`config.mk`:
```
export PLATFORM = sky130hd
export DESIGN_NAME = mult_datapath
export DESIGN_NICKNAME = d
export VERILOG_FILES = /design/src/rtl/mult_datapath.sv
export SDC_FILE = /design/constraint.sdc
export NUM_CORES = 1
export LEC_CHECK = 0
export CORE_ASPECT_RATIO = 0.5
export CORE_MARGIN = 10
export CORE_UTILIZATION = 25
export CTS_CLUSTER_DIAMETER = 50
export DETAILED_ROUTE_END_ITERATION = 16
export DONT_BUFFER_PORTS = 1
export HOLD_SLACK_MARGIN = 0.15
export PLACE_DENSITY = 0.48
export SLEW_MARGIN = 20
export SYNTH_ARGS = -nofsm -noshare
export SYNTH_HDL_FRONTEND = slang
export SYNTH_SLANG_ARGS = --single-unit
export TNS_END_PERCENT = 20
```
`constraint.sdc`:
```
create_clock -name clk -period 5.27 [get_ports clk]
set_clock_uncertainty 0.05 [all_clocks]
set_input_delay 0.7905 -clock clk [delete_from_list [all_inputs] [get_ports clk]]
set_output_delay 0.7905 -clock clk [all_outputs]
set_load 0.005 [all_outputs]
```
`src/rtl/mult_datapath.sv`:
```
// -----------------------------------------------------------------------------
// mult_datapath
//   Register datapath for a shift-and-add signed multiplier. Holds the
//   sign-extension bit X, the accumulator A and the multiplier B. A, B and X
//   shift right together as one arithmetic shift X:A:B. A saturating shift
//   counter raises prod_valid_o once WIDTH shifts have completed since the
//   last clear or load. One action takes effect per cycle, in priority order:
//   clear > load > subtract > add > shift > hold.
//
// Ports
//   clk            rising-edge clock
//   rst_n          asynchronous active-low reset
//   s_i            switch operand (multiplicand / load value), two's complement
//   clr_xa_i       clear X, A and the shift count
//   ld_a_i         load A from s_i
//   ld_b_i         load B from s_i
//   add_en_i       {X,A} <= A + S (signed, WIDTH+1 bits)
//   sub_en_i       {X,A} <= A - S (signed, WIDTH+1 bits)
//   shift_en_i     arithmetic right shift of X:A:B
//   aval_o         A register
//   bval_o         B register
//   x_o            sign-extension flip-flop
//   m_o            B[0], fed back to the multiplier controller
//   prod_valid_o   WIDTH shifts completed since the last clear/load
// -----------------------------------------------------------------------------
module mult_datapath #(
  parameter int WIDTH = 8
) (
  input  logic             clk,
  input  logic             rst_n,
  input  logic [WIDTH-1:0] s_i,
  input  logic             clr_xa_i,
  input  logic             ld_a_i,
  input  logic             ld_b_i,
  input  logic             add_en_i,
  input  logic             sub_en_i,
  input  logic             shift_en_i,
  output logic [WIDTH-1:0] aval_o,
  output logic [WIDTH-1:0] bval_o,
  output logic             x_o,
  output logic             m_o,
  output logic             prod_valid_o
);

  localparam int CNT_W = $clog2(WIDTH + 1);
  localparam logic [CNT_W-1:0] CNT_MAX = CNT_W'(WIDTH);

  logic             x_q, x_d;
  logic [WIDTH-1:0] a_q, a_d;
  logic [WIDTH-1:0] b_q, b_d;
  logic [CNT_W-1:0] cnt_q, cnt_d;
  logic             pv_q, pv_d;

  // Both operands are sign-extended to WIDTH+1 bits, so the result can never
  // overflow; its top bit is the true sign and becomes X.
  logic [WIDTH:0] a_ext, s_ext, sum, diff;

  assign a_ext = {a_q[WIDTH-1], a_q};
  assign s_ext = {s_i[WIDTH-1], s_i};
  assign sum   = a_ext + s_ext;
  assign diff  = a_ext - s_ext;

  always_comb begin
    // NOTE: every signal gets a hold value first so no path can infer a latch.
    x_d   = x_q;
    a_d   = a_q;
    b_d   = b_q;
    cnt_d = cnt_q;
    pv_d  = pv_q;

    if (clr_xa_i) begin
      x_d   = 1'b0;
      a_d   = '0;
      cnt_d = '0;
      pv_d  = 1'b0;
    end else if (ld_a_i || ld_b_i) begin
      // Both loads may be honoured in the same cycle.
      if (ld_a_i) a_d = s_i;
      if (ld_b_i) b_d = s_i;
      cnt_d = '0;
      pv_d  = 1'b0;
    end else if (sub_en_i) begin
      x_d = diff[WIDTH];
      a_d = diff[WIDTH-1:0];
    end else if (add_en_i) begin
      x_d = sum[WIDTH];
      a_d = sum[WIDTH-1:0];
    end else if (shift_en_i) begin
      // X replicates into A's MSB, A's LSB moves into B; X itself holds.
      a_d   = {x_q, a_q[WIDTH-1:1]};
      b_d   = {a_q[0], b_q[WIDTH-1:1]};
      cnt_d = (cnt_q == CNT_MAX) ? cnt_q : cnt_q + 1'b1;
      pv_d  = pv_q | (cnt_d == CNT_MAX);
    end
  end

  // NOTE: sequential state uses non-blocking assignments so every register
  // samples the pre-edge values of its neighbours.
  always_ff @(posedge clk or negedge rst_n) begin
    if (!rst_n) begin
      x_q   <= 1'b0;
      a_q   <= '0;
      b_q   <= '0;
      cnt_q <= '0;
      pv_q  <= 1'b0;
    end else begin
      x_q   <= x_d;
      a_q   <= a_d;
      b_q   <= b_d;
      cnt_q <= cnt_d;
      pv_q  <= pv_d;
    end
  end

  // Outputs come straight from registers; no input reaches an output.
  assign aval_o       = a_q;
  assign bval_o       = b_q;
  assign x_o          = x_q;
  assign m_o          = b_q[0];
  assign prod_valid_o = pv_q;

endmodule

```
==> flow_metrics.tcl <==
set metrics [dict create \
    fp.dieW_um 146 \
    power.leakage_nw 0.931 \
    min_path_type "in -> async" \
    comb_power_share_pct 25.8 \
    grt_first_pass_wirelength_um 9720 \
    dp_hpwl_um 4520 \
    first_iter_violations 92 \
    final_nets 275 \
    worstMarginPinSlew_ps 1050 \
    p_per_area_mw_per_mm2 242 \
    finalCritPeriodShare_pct 47.3 \
    wl_per_cell_um 16.7 \
    min_period_ps 2490 \
    switching_share_pct 31.1 \
    async_flop_share_pct 100 \
    synth_nets 282 \
    stdcell_area_mm2 0.00216 \
    synth_top_area_cell "dfrtp_1" \
    syn_area_per_cell_um2 8.10 \
    firstDrtPassIters 4 \
    die_y_um 83.1 \
    p_int_w 0.000361 \
    layout-drive-gt1-share_pct 3.78 \
    detail-route-antenna-nets 0 \
    ys_types 49 \
    htreeDepth 1 \
    maxSlewHeadroom_pct 30.0 \
    die-area_mm2 0.0122 \
    cts_tree "yes" \
    worstSetupPathType "reg -> reg" \
    track_usage_pct 9.51 \
    cp-end-kind "flop" \
    grt_start_max_net_pins 23 \
    vias 1756 \
    status "finished clean" \
    synth_top_area_share_pct 27.6 \
    clock_path_buffers 2 \
    cts_sinks 22 \
    post_cts_buffers 0 \
    port_buffers 0 \
    postSynthCellCount 246 \
    routed_wl_um 5780 \
    ys_seq_area_share_pct 27.6 \
    hold_buffers 0 \
    synth_area_mm2 0.00199 \
    coreArea_mm2 0.00754 \
    place_area_mm2 0.00207 \
    syn_to_final_growth_pct 8.35 \
    cp_max_fo 5 \
    num_antenna_cells 0 \
    worst_slack_ps 2780 \
    clock_power_share_pct 34.6 \
    ys_warn_count 0 \
    worst_ep_arrival_time_ps 2590 \
    hold_viol 0 \
    yosysMostFrequentCell "dfrtp_1" \
    initial_core_util_pct 26.4 \
    synth_edf_count 0 \
    cp.required_ps 5360 \
    cts_buffers 3 \
    overflow 0 \
    ys.flop_type "dfrtp_1" \
    place_congestion 0.863 \
    pwr-share-seq_pct 39.6 \
    antenna_found_initial 0 \
    post-place-ws_ps 2530 \
    cts-root-buf "clkbuf_16" \
    rsz0062_at_grt "no" \
    worstSkewPairLatency_ps 260 \
    setup-tns-final_ps 0 \
    slew_viol_final 0 \
    fmax_ghz 0.401 \
    setup_viol 0 \
    fin_hold_ws_ps 174 \
    drc_errors 0 \
    switchingPower_w 0.000162 \
    start_kind "flop" \
    maxCapViolations 0 \
    synth-seq-cells 22 \
    clk_pin_slew_ps 60 \
    irDropWorstVdd_uv 128 \
    row_count 22 \
    netlist_top_cells_count "dfrtp_1, a21oi_1, nand2_1" \
    io-pin-count 35 \
    grt_pass1_vias 1740 \
    cts_resized 0 \
    viasPerCell 5.08 \
    ys_top_cells_by_area "dfrtp_1, ha_1, a21oi_1" \
]
## state kept, by name, summed over array words and instances, names as in the netlist
signal	count
aval_o	8
cnt_q	4
prod_valid_o	1
bval_o	8
x_o	1
## power groups by stage
| stage | Combinational [W] | Sequential (W) | Clock (W) |
|---|---|---|---|
| floorplan | 0.000116 | 0.000203 | 0 |
| global placement | 0.000132 | 0.000211 | 0 |
| detailed placement | 0.000133 | 0.000212 | 0 |
| CTS | 0.000134 | 0.000209 | 0.000190 |
| global route | 0.000154 | 0.000211 | 0.000199 |
| finish | 0.000135 | 0.000207 | 0.000181 |
## routing by layer
layer  share of wire [%]  vias up  track usage [%]
met4                0.59        0             1.70
li1                    -      865                -
met5                   0        -                0
met3                 6.1        2             2.60
met1                  46      854             12.1
met2                  47       35             15.8
## kinds of logic after synthesis
group                      share of synthesized area, %
AOI/OAI and AO/OA                                  27.9
and+or+nand+nor                                    18.8
muxes                                              3.58
DFF                                                27.6
xor gates and xnor gates                           1.76
adders and majority gates                          13.3
buffers and inverters                              7.03
## layout make-up
cell class,count,area (um^2)
sequential,22,551
timing repair buffer,1,7.51
tap,108,135
inverter,20,75.1
clock buffer,4,88.8
fill,834,5380
multi-input combinational,191,1300
## path summary, 6_finish.rpt
check / slack [ps] / depth (start not counted) / endpoint / startpoint
max reg2reg: 2780 / 10 / aval_o[6]$_DFFE_PN0P_ / aval_o[0]$_DFFE_PN0P_
min in group clk: 490 / 1 / bval_o[1]$_DFFE_PN0P_ / bval_o[1]$_DFFE_PN0P_
max in group asynchronous: 4920 / 0 / aval_o[5]$_DFFE_PN0P_ / rst_n
min: 170 / 0 / cnt_q[2]$_DFFE_PN0P_ / rst_n
max: 2780 / 10 / aval_o[6]$_DFFE_PN0P_ / aval_o[0]$_DFFE_PN0P_
min reg2reg: 490 / 1 / bval_o[1]$_DFFE_PN0P_ / bval_o[1]$_DFFE_PN0P_
## worst max-delay path, cell delays in order, from the launching register on
cell      delay, ps
dfrtp_1         450
inv_1            90
ha_1            160
inv_1            50
fa_1            410
a21oi_1         160
o21bai_1        120
a21o_1          230
a211oi_1        260
o41ai_1         120
o31a_1          290
## cells in the final DEF, fill, tap and decap left out, types with 4 or more instances in the layout
cell type and count:
a21o_1 5, a21oi_1 21, a22oi_1 4, dfrtp_1 22, ha_1 18, inv_1 20, mux2i_1 6, nand2_1 21
nand2b_1 6, nor2_1 17, nor2b_1 4, nor3_1 13, o21a_1 5, o21ai_0 20, or3_1 7
## metrics by stage
stage                     instances  util [%]  power (W)
final                           346      28.6   0.000523
after floorplan                 246         -   0.000320
after detailed placement        342      27.5   0.000345
after global routing            346      28.6   0.000563
after CTS                       346      28.6   0.000533
after global placement          342      27.5   0.000344
No activity file was read; power rests on OpenSTA's default activity.
